`config.mk`:
```
export PLATFORM = sky130hd
export DESIGN_NAME = sha3_pad_sequencer
export DESIGN_NICKNAME = d
export VERILOG_FILES = /design/src/rtl/sha3_pad_sequencer.sv
export SDC_FILE = /design/constraint.sdc
export NUM_CORES = 1
export LEC_CHECK = 0
export ABC_AREA = 1
export CAP_MARGIN = 10
export CORE_MARGIN = 4
export CORE_UTILIZATION = 35
export CTS_BUF_LIST = sky130_fd_sc_hd__clkbuf_2
export DETAILED_ROUTE_END_ITERATION = 7
export SYNTH_ARGS = -nofsm -noshare
export SYNTH_HDL_FRONTEND = slang
export SYNTH_SLANG_ARGS = --single-unit
export TNS_END_PERCENT = 20
```
`constraint.sdc`:
```
create_clock -name ACLK -period 2.5 [get_ports ACLK]
set_input_delay 0.25 -clock ACLK [delete_from_list [all_inputs] [get_ports ACLK]]
set_output_delay 0.25 -clock ACLK [all_outputs]
set_load 0.02 [all_outputs]
```
`src/rtl/sha3_pad_sequencer.sv`:
```
// SHA-3 block sequencer: cuts a 16-bit byte stream into rate-sized blocks, appends
// 0x06 .. 0x80 padding and holds each following block until the permutation is done.
module sha3_pad_sequencer #(
   parameter int WIDTH = 16,
   parameter int CNT_W = 7
) (
   input  logic             ACLK,
   input  logic             ARESET,
   input  logic [1:0]       mode,
   input  logic [WIDTH-1:0] s_tdata,
   input  logic [1:0]       s_tkeep,
   input  logic             s_tvalid,
   input  logic             s_tlast,
   output logic             s_tready,
   output logic [WIDTH-1:0] m_data,
   output logic             m_valid,
   input  logic             m_ready,
   output logic             m_blk_end,
   output logic             m_msg_end,
   input  logic             core_done,
   output logic             busy
);

   typedef enum logic [1:0] {ST_IDLE, ST_ABSORB, ST_PAD, ST_WAIT_CORE} state_t;

   localparam logic [WIDTH-1:0] DOMAIN_PAD = 16'h0006;
   localparam logic [WIDTH-1:0] FINAL_BIT  = 16'h8000;

   state_t           state_reg, state_next;
   logic [CNT_W-1:0] wc_reg, wc_next;
   logic [CNT_W-1:0] rw_reg, rw_next, rw_cur;
   logic             pad_first_reg, pad_first_next;
   logic             final_pending_reg, final_pending_next;
   logic             msg_sent_reg, msg_sent_next;
   logic [WIDTH-1:0] data_reg, data_next;
   logic             valid_reg, valid_next;
   logic             blk_reg, blk_next;
   logic             msg_reg, msg_next;

   logic             at_last, out_free, blk_held, in_ready, load, load_msg;
   logic [WIDTH-1:0] load_data;

   function automatic logic [CNT_W-1:0] rate_words(input logic [1:0] m);
      case (m)
         2'd0:    rate_words = CNT_W'(72);
         2'd1:    rate_words = CNT_W'(68);
         2'd2:    rate_words = CNT_W'(52);
         default: rate_words = CNT_W'(36);
      endcase
   endfunction

   always_comb begin
      state_next         = state_reg;
      wc_next            = wc_reg;
      rw_next            = rw_reg;
      pad_first_next     = pad_first_reg;
      final_pending_next = final_pending_reg;
      msg_sent_next      = msg_sent_reg;
      data_next          = data_reg;
      valid_next         = valid_reg;
      blk_next           = blk_reg;
      msg_next           = msg_reg;
      load               = 1'b0;
      load_msg           = 1'b0;
      load_data          = '0;

      // The rate is taken straight from the mode pins for the first word of a message.
      rw_cur   = (state_reg == ST_IDLE) ? rate_words(mode) : rw_reg;
      at_last  = (wc_reg == rw_cur - CNT_W'(1));
      out_free = !valid_reg || m_ready;
      // Nothing more may enter the output register until a block-ending word has left.
      blk_held = valid_reg && blk_reg;
      in_ready = ((state_reg == ST_IDLE) || (state_reg == ST_ABSORB)) && out_free && !blk_held;

      if (valid_reg && m_ready) begin
         valid_next = 1'b0;
         blk_next   = 1'b0;
         msg_next   = 1'b0;
         if (blk_reg) begin
            state_next = ST_WAIT_CORE;
         end
      end

      case (state_reg)
         ST_IDLE, ST_ABSORB: begin
            if (in_ready && s_tvalid) begin
               load       = 1'b1;
               rw_next    = rw_cur;
               state_next = ST_ABSORB;
               if (!s_tlast) begin
                  load_data = s_tdata;
               end else if (s_tkeep == 2'b11) begin
                  load_data      = s_tdata;
                  pad_first_next = 1'b1;
                  if (at_last) begin
                     final_pending_next = 1'b1;
                  end else begin
                     state_next = ST_PAD;
                  end
               end else begin
                  load_data      = (s_tkeep == 2'b01) ? {8'h06, s_tdata[7:0]} : DOMAIN_PAD;
                  pad_first_next = 1'b0;
                  if (at_last) begin
                     load_data = load_data | FINAL_BIT;
                     load_msg  = 1'b1;
                  end else begin
                     state_next = ST_PAD;
                  end
               end
            end
         end
         ST_PAD: begin
            if (out_free && !blk_held) begin
               load           = 1'b1;
               load_data      = pad_first_reg ? DOMAIN_PAD : '0;
               pad_first_next = 1'b0;
               if (at_last) begin
                  load_data = load_data | FINAL_BIT;
                  load_msg  = 1'b1;
               end
            end
         end
         ST_WAIT_CORE: begin
            if (core_done) begin
               if (msg_sent_reg) begin
                  state_next    = ST_IDLE;
                  msg_sent_next = 1'b0;
               end else if (final_pending_reg) begin
                  state_next         = ST_PAD;
                  final_pending_next = 1'b0;
               end else begin
                  state_next = ST_ABSORB;
               end
            end
         end
         default: state_next = ST_IDLE;
      endcase

      if (load) begin
         data_next  = load_data;
         valid_next = 1'b1;
         blk_next   = at_last;
         msg_next   = load_msg;
         wc_next    = at_last ? '0 : wc_reg + CNT_W'(1);
         if (load_msg) begin
            msg_sent_next = 1'b1;
         end
      end
   end

   always_ff @(posedge ACLK or posedge ARESET) begin
      if (ARESET) begin
         state_reg         <= ST_IDLE;
         wc_reg            <= '0;
         rw_reg            <= '0;
         pad_first_reg     <= 1'b0;
         final_pending_reg <= 1'b0;
         msg_sent_reg      <= 1'b0;
         data_reg          <= '0;
         valid_reg         <= 1'b0;
         blk_reg           <= 1'b0;
         msg_reg           <= 1'b0;
      end else begin
         state_reg         <= state_next;
         wc_reg            <= wc_next;
         rw_reg            <= rw_next;
         pad_first_reg     <= pad_first_next;
         final_pending_reg <= final_pending_next;
         msg_sent_reg      <= msg_sent_next;
         data_reg          <= data_next;
         valid_reg         <= valid_next;
         blk_reg           <= blk_next;
         msg_reg           <= msg_next;
      end
   end

   assign s_tready  = in_ready;
   assign m_data    = data_reg;
   assign m_valid   = valid_reg;
   assign m_blk_end = blk_reg;
   assign m_msg_end = msg_reg;
   assign busy      = (state_reg != ST_IDLE);

endmodule

```
==> Word level (Yosys, flattened, before mapping) <==
Index checks and enable logic that the tools add are counted.
Widths: inputs -> output; s select.
{ "word_totals": {"ff_bits": 38, "latch_bits": 0, "mem_bits_rw": 0, "mem_bits_ro": 0, "input_bits": 26, "out_inout_bits": 21, "wordCells": 97, "n_memories": 0} }
{ "op_classes": {"add_sub_neg": 2, "mul": 0, "n_div": 0, "n_lt_le_gt_ge": 0, "n_eq_ne": 15, "shifts": 0, "muxes": 50, "bitwise_logic": 0, "reduce_logical": 20} }
{ "op_table": {"columns": ["op", "count"], "rows": [
  ["$mux 16", 6],
  ["$pmux 16 s2", 1],
  ["$mux 1", 25],
  ["$pmux 7 s3", 1],
  ["$mux 2", 8],
  ["$mux 7", 2],
  ["$ne 2x2->1 const B", 7],
  ["$mux 11", 1],
  ["$eq 2x2->1 const B", 4],
  ["$pmux 1 s2", 4],
  ["$reduce_bool 2->1", 4],
  ["$add 7x1->7 const B", 1],
  ["$eq 7x7->1", 1],
  ["$reduce_and 7->1", 1],
  ["$sub 7x1->7 const B", 1],
  ["$eq 2x1->1 const B", 3],
  ["$logic_and 1x1->1", 6],
  ["$logic_not 2->1", 2],
  ["$pmux 2 s2", 1],
  ["$reduce_and 4->1", 1],
  ["$mux 3", 1],
  ["$logic_not 1->1", 2],
  ["$logic_or 1x1->1", 2],
  ["$reduce_and 2->1", 1],
  ["$reduce_or 2->1", 1]
]} }

==> Logic depth before layout (Yosys ltp) <==
Gate-level depths: netlist (run 1).
{ "depth": {"word_depth": 12, "ltp_mapped": 17, "depth_no_buf": 16} }

==> Least setup slack after synthesis (run 1) <==
OpenSTA, ideal clock, no wires.
{ "synth_timing": {"path_kind": "flip-flop to flip-flop", "start": "register state_reg[1]", "end": "register wc_reg[2]", "setup_ns": 0.114, "arrival_ns": 1.901, "t_required_ns": 2.386, "path_slack_ns": 0.485, "path_stages_with_launch": 16, "path_buffers": 1, "synth_period_minus_slack_ns": 2.015, "cell_sequence": "dfrtp_1 -> inv_2 -> nand2_2 -> buf_6 -> nand2_1 -> ha_1 -> xor2_1 -> nand3_1 -> a21oi_1 -> nand2_1 -> nor2_1 -> nand2_2 -> nor2_4 -> inv_2 -> nand3b_1 -> inv_1"} }
{ "synth_via": {"elab_chain_cells": 7, "word_cells_on_any_way": 14, "cone_classes": "1 x add/sub; 3 x eq/ne; 4 x mux; 6 x reduce/logical"} }
{ "synth_lines": {"columns": ["item", "line_no", "source"], "rows": [
  ["from (decl)", "29", "state_t state_reg, state_next;"],
  ["from (signal assigned)", "164", "state_reg <= state_next;"],
  ["branches (longest 7 deep; another with $sub 7x1->7)", null, null],
  ["to (signal assigned)", "165", "wc_reg <= wc_next;"],
  ["to (decl)", "30", "logic [CNT_W-1:0] wc_reg, wc_next;"]
]} }
Several ways; the timed one is not identified.
A chain may end at the register's enable or synchronous reset.

==> Final worst setup path (run 1) <==
{ "layout_timing": {"start": "register state_reg[0]", "end": "register wc_reg[2]"} }
The elaborated chain is that of the path after synthesis.

==> results.toml, run 1 <==
[status]
outcome = "finished clean"

[global_route]
grt_first_pass_wirelength_mm = 8.66
grt_use_total_pct = 15.1
grt_remaining_overflow = 0
grt_antenna_before_repair = 0
grt_pass1_vias = 1893
grt_max_degree = 39

[clocking]
cts_sinks = 38
clock_path_buffers = 2
worst_setup_hold_path_clk_slew_ns = 0.21
cts_root_buffer = "clkbuf_2"
htree_levels = 2
cts_hold_repair.buffers = 0
worstSkewPairLatency_ns = 0.40
tritoncts = "built"
tritoncts.num_buffers = 5

[synth]
yosys-top-cells-area = "dfrtp_1, nand2_1, inv_1, nand3_1, o21ai_0"
synth-seq-cells = 38
synth_top_flop_cell = "dfrtp_1"
synth_edf_count = 0
post-synth-top-count-cell = "nand2_1"
yosysUniqueCellTypes = 31
postSynthCellCount = 264
proportion_of_synthesized_flip_flops_having_asynchronous_set_or_reset_pct = 100
syn_avg_cell_area_sq_um = 7.82
synth_area_sq_um = 2060
synth_commonest_cells = "nand2_1, inv_1, dfrtp_1"
synth_seq_area_share_pct = 46.1
synth_warnings = 0
synth_top_cell_by_area = "dfrtp_1"
postSynthNetCount = 292
synthDominantCellAreaShare_pct = 46.1

[power]
power_uw = 3300
cellPowerDensity_nw_per_um2 = 1220
p_sw_share_pct = 43.6
power_report.internal_total_uw = 1860
netSwitchingPower_uw = 1440
power.share.combinational_pct = 52.3
seq_power_share_pct = 32.8
power.share.clock_pct = 15.0
power_leakage_uw = 0.00137
power.ir.vdd_worst_uv = 515

[floorplanning]
initial_core_util_pct = 36.8
rows = 27
floorplan.io_pins = 47
fp.dieH_um = 84.8
dieArea_sq_um = 7190
core_area_sq_um = 5610
die_width_um = 84.8

[flow_run]
cap_viol_max_count = 0

[timing]
max_freq_mhz = 443
slew_violations = 0
timing.final.crit_share_pct = 90.2
finalSetupTns_ns = 0
finalHoldViolations = 0
worst_margin_pin_slew_ns = 0.475
skew_ns = 0.00680
slew_headroom_pct = 68.3
finalSetupViolations = 0
grt_setup_unrepaired = "no"
timing.final.crit_period_ns = 2.26

[worst_setup_path]
critPathMaxFanout = 11
cpLargestDelayFamily = "simple AND/OR/NAND/NOR gates"
critical_path_max_stage_delay_ns = 0.46
timing.critical_path.slowest_stage_cell = "dfrtp_1"
cp-end-kind = "flip-flop"
critical_path.cell_chain = "inv_1 > nand2_2 > nand2_1 > ha_1 > xor2_1 > nand3_1 > a21oi_1 > nand2_1 > nor2_1 > nand2_2 > nor2_4 > inv_2 > nand3b_1 > inv_1"
r2r_start = "state_reg[0]"
timing.critical_path.from = "state_reg[0]"
data_arrival_time_of_the_critical_path_ns = 2.58
wp_data_required_ns = 2.83
buf_inv_stages_crit_path = 3
crit_type = "flip-flop to flip-flop"
crit_path_start_kind = "flip-flop"

[drt]
route.detailed.vias_per_inst = 4.75
drt_iter0_drc = 65
finalWirelength_mm = 4.99
drc = 0
num_vias = 1849
firstDrtPassIters = 4
routedWlPerCell_um = 12.8
ant_nets = 0

[finish]
synthToLayoutAreaGrowth_pct = 31.3
max_reg_flops = 16
drive_above_1_share_pct = 7.89
layout.nets = 344
antenna_cells_inserted = 0

[placed_design]
gp_congestion = 0.798
io_buffers = 46
place_hpwl_mm = 3.86

[min_path]
min-delay-path-class = "input port to asynchronous set/reset pin"
-- power groups by stage --
stage | registers (uW) | logic (uW) | clock network [uW]
2_1_floorplan | 1200 | 1030 | 0
3_3_place_gp | 1090 | 1730 | 0
3_5_place_dp | 1090 | 1740 | 0
4_1_cts | 1080 | 1750 | 504
5_1_grt | 1130 | 1960 | 528
6_report | 1080 | 1730 | 495
-- area by class of cell --
class / count / area [sq um]
well taps: 72 / 90.1
fillers: 569 / 2900
repair buffers: 49 / 483
clock inverters: 3 / 68.8
inverters: 42 / 158
multi-input cells: 180 / 933
clock buffers: 5 / 25.0
flip-flops and latches: 38 / 952
-- cells by family after synthesis --
| logic type | synth area share, % |
|---|---|
| AOI/OAI and AO/OA | 12.8 |
| xor gates and xnor gates | 1.70 |
| adders and majority gates | 1.21 |
| buffers and inverters | 8.73 |
| DFF | 46.1 |
| and+or+nand+nor | 29.5 |
-- worst register-to-register path, cell delays in order (launching register included) --
cell and delay, ns:
dfrtp_1 0.46, inv_1 0.12, nand2_2 0.20, nand2_1 0.11, ha_1 0.31, xor2_1 0.13
nand3_1 0.08, a21oi_1 0.12, nand2_1 0.06, nor2_1 0.11, nand2_2 0.14, nor2_4 0.14
inv_2 0.08, nand3b_1 0.08, inv_1 0.04
-- stage by stage --
stage                     cell area [sq um]  hold WS [ns]  util (%)  worst slack [ns]  instances
after floorplan                        2060         0.383         -             0.485        264
after global placement                 2620         0.477      46.6             0.260        381
after detailed placement               2620         0.488      46.6             0.250        381
after CTS                              2710         0.214      48.3             0.203        389
after global routing                   2710         0.227      48.3           0.00486        389
final                                  2710         0.220      48.3             0.245        389
-- timing repair --
| action | in CTS | in global routing |
|---|---|---|
| buffers inserted | 0 | 0 |
| endpoints found under the setup margin | 0 | 6 |
| gates resized for setup | 0 | 1 |
-- placed cells by master (no fill, tap or decap), drive strengths merged --
cell           count
bufinv             2
clkinv             1
buf                3
nor2              16
clkdlybuf4s50     46
nor3               2
xor2               3
xnor2              1
o22ai              1
nand2             82
dfrtp             38
nand3b             3
o21bai             1
o31ai              1
clkbuf             5
nand3             27
o221ai             2
ha                 2
a31oi              1
o21ai             13
a31o               1
nand4              4
a21oi              8
inv               42
or2                1
a22o               6
a32o               5
-- per-layer routing --
layer / global-route usage [%] / vias up / wire length [um]
met5: 0 / - / 0
met4: 7.19 / 0 / 146
met3: 3.14 / 11 / 228
met2: 23.8 / 46 / 2210
met1: 19.8 / 830 / 2410
li1: - / 962 / -
-- path summary, 6_finish.rpt --
| kind | to | slack, ns | depth (start not counted) |
|---|---|---|---|
| min in group ACLK | m_data[15] | 0.41 | 3 |
| hold reg to reg | m_data[2] | 0.53 | 2 |
| setup / recovery | wc_reg[2] | 0.24 | 14 |
| max in group asynchronous | state_reg[1] | 1.92 | 3 |
| hold / removal | m_data[7] | 0.22 | 3 |
| setup reg to reg | wc_reg[2] | 0.24 | 14 |
No activity file was read; power rests on OpenSTA's default activity.
==> run 2, diff against run 1 <==
--- a/config.mk
+++ b/config.mk
@@ -11,6 +11,7 @@
 export CORE_UTILIZATION = 35
 export CTS_BUF_LIST = sky130_fd_sc_hd__clkbuf_2
 export DETAILED_ROUTE_END_ITERATION = 7
+export SKIP_LAST_GASP = 1
 export SYNTH_ARGS = -nofsm -noshare
 export SYNTH_HDL_FRONTEND = slang
 export SYNTH_SLANG_ARGS = --single-unit
==> results of run 2 <==
Same layout as run 1: the final DEF is identical, and so are final timing and power.
==> run 3, diff against run 2 <==
--- a/config.mk
+++ b/config.mk
@@ -8,9 +8,10 @@
 export ABC_AREA = 1
 export CAP_MARGIN = 10
 export CORE_MARGIN = 4
-export CORE_UTILIZATION = 35
+export CORE_UTILIZATION = 44
 export CTS_BUF_LIST = sky130_fd_sc_hd__clkbuf_2
 export DETAILED_ROUTE_END_ITERATION = 7
+export PLACE_DENSITY = 0.71
 export SKIP_LAST_GASP = 1
 export SYNTH_ARGS = -nofsm -noshare
 export SYNTH_HDL_FRONTEND = slang
==> run 3 against run 2 <==
Against the previous run:
- clock power down 2%
- register-to-register slack about the same
- routed wire length decreased by 0.56%
- critical path depth stayed put
- non-clock buffer count is the same
- die area fell by 19%
- cell area fell by 1.2%
- via count increased by 3.9%
- sequential share of layout area is 0.36 points higher
- worst setup slack better by 0.0083 ns
- fmax increased by 0.37%
- hold slack better by 0.019 ns
- largest power group unchanged
==> results.toml, run 3 (synthesis results as in run 1) <==
[timing]
finalSetupTns_ns = 0
timing.final.crit_share_pct = 89.9
max_freq_mhz = 445
finalSetupViolations = 0
worst_margin_pin_slew_ns = 0.482
timing.final.crit_period_ns = 2.25
slew_violations = 0
grt_setup_unrepaired = "no"
skew_ns = 0.0203
slew_headroom_pct = 67.9
finalHoldViolations = 0

[worst_setup_path]
crit_type = "flip-flop to flip-flop"
wp_data_required_ns = 2.80
data_arrival_time_of_the_critical_path_ns = 2.55
cp-end-kind = "flip-flop"
critPathMaxFanout = 11
crit_path_start_kind = "flip-flop"
number_of_cells_traversed_by_the_worst_register_to_register_path = 14
timing.reg2reg.setup_slack_ns = 0.25

[global_route]
grt_remaining_overflow = 0
grt_use_total_pct = 18.1
grt_pass1_vias = 2010
grt_antenna_before_repair = 0
grt_max_degree = 39
grt_first_pass_wirelength_mm = 8.78

[placed_design]
gp_congestion = 0.888
place_hpwl_mm = 3.67
io_buffers = 46

[finish]
layout.nets = 344
mostFrequentLayoutCells = "nand2_1, clkdlybuf4s50_1, inv_1"
max_reg_flops = 16
layout_commonest_cell = "nand2_1"
num-fill-cells = 399
drive_above_1_share_pct = 7.26
antenna_cells_inserted = 0
synthToLayoutAreaGrowth_pct = 29.8

[floorplanning]
fp.dieH_um = 76.5
core_area_sq_um = 4440
rows = 24
die_width_um = 76.5
dieArea_sq_um = 5850
floorplan.io_pins = 47
initial_core_util_pct = 46.5

[clocking]
cts_sinks = 38
htree_levels = 2
cts_setup_buffers = 0
clock_path_buffers = 2
cts_hold_repair.buffers = 0
tritoncts = "built"
cts_root_buffer = "clkbuf_2"
tritoncts.num_buffers = 5
worst_setup_hold_path_clk_slew_ns = 0.22
post_cts_resized = 0
worstSkewPairLatency_ns = 0.40

[drt]
routedWlPerCell_um = 13.4
firstDrtPassIters = 4
num_vias = 1921
drt_iter0_drc = 79
finalWirelength_mm = 4.96
route.detailed.vias_per_inst = 5.21
drc = 0
ant_nets = 0

[min_path]
min-delay-path-class = "input port to asynchronous set/reset pin"

[flow_run]
cap_viol_max_count = 0

[power]
cellPowerDensity_nw_per_um2 = 1230
power_leakage_uw = 0.00137
power_uw = 3300
power.ir.vdd_worst_uv = 599

[status]
outcome = "finished clean"
## run 3: cell count changes in the layout (fill, tap and decap cells not counted)
cell	before	now
dfrtp_2	1	0
dfrtp_1	37	38
clkinv_1	0	1
clkinv_4	1	0
## run 3: area by class of cell
cell class	count	area, sq um	share of cell area [%]
Timing Repair Buffer	49	483	18.0
Tap cell	52	65.1	2.43
Multi-Input combinational cell	180	933	34.8
Clock buffer	5	25.0	0.934
Sequential cell	38	951	35.5
Clock inverter	3	63.8	2.38
Inverter	42	158	5.89
## run 3: power by group
part	switching, uW	total [uW]	leakage [uW]	internal [uW]
Sequential	210	1070	0.000486	864
Combinational	1020	1740	0.000829	727
Clock	219	485	0.0000506	266
Total	1450	3300	0.00137	1860
## run 3: critical path, stage by stage (launching register included)
cell and delay [ns]:
dfrtp_1 0.50, inv_2 0.10, nand2_2 0.18, nand2_1 0.10, ha_1 0.31, xor2_1 0.13
nand3_1 0.09, a21oi_1 0.12, nand2_1 0.06, nor2_1 0.11, nand2_2 0.13, nor2_4 0.13
inv_2 0.07, nand3b_1 0.08, inv_1 0.05
## run 3: path summary, 6_finish.rpt
kind,end,start
max,wc_reg[2],state_reg[1]
min,pad_first_reg,ARESET
max reg2reg,wc_reg[2],state_reg[1]
min reg2reg,m_data[9],m_data[9]
max in group asynchronous,msg_sent_reg,ARESET
min in group ACLK,m_data[0],s_tdata[0]
## run 3: stage by stage
stage | std cells | utilization [%] | instance area (sq um) | hold slack [ns] | setup WS, ns
6_report | 369 | 60.3 | 2680 | 0.239 | 0.253
5_1_grt | 369 | 60.3 | 2680 | 0.229 | 0.0353
4_1_cts | 369 | 60.3 | 2680 | 0.239 | 0.258
3_5_place_dp | 361 | 58.3 | 2590 | 0.475 | 0.236
3_3_place_gp | 361 | 58.3 | 2590 | 0.468 | 0.240
2_1_floorplan | 264 | - | 2060 | 0.383 | 0.485
## run 3: routing by layer
metal	routed length [um]	GRT usage (%)	part of all wire, %
met1	2220	22.4	45
met2	2360	30.9	47
met3	317	5.32	6.4
met4	67	4.71	1.3
met5	0	0	0
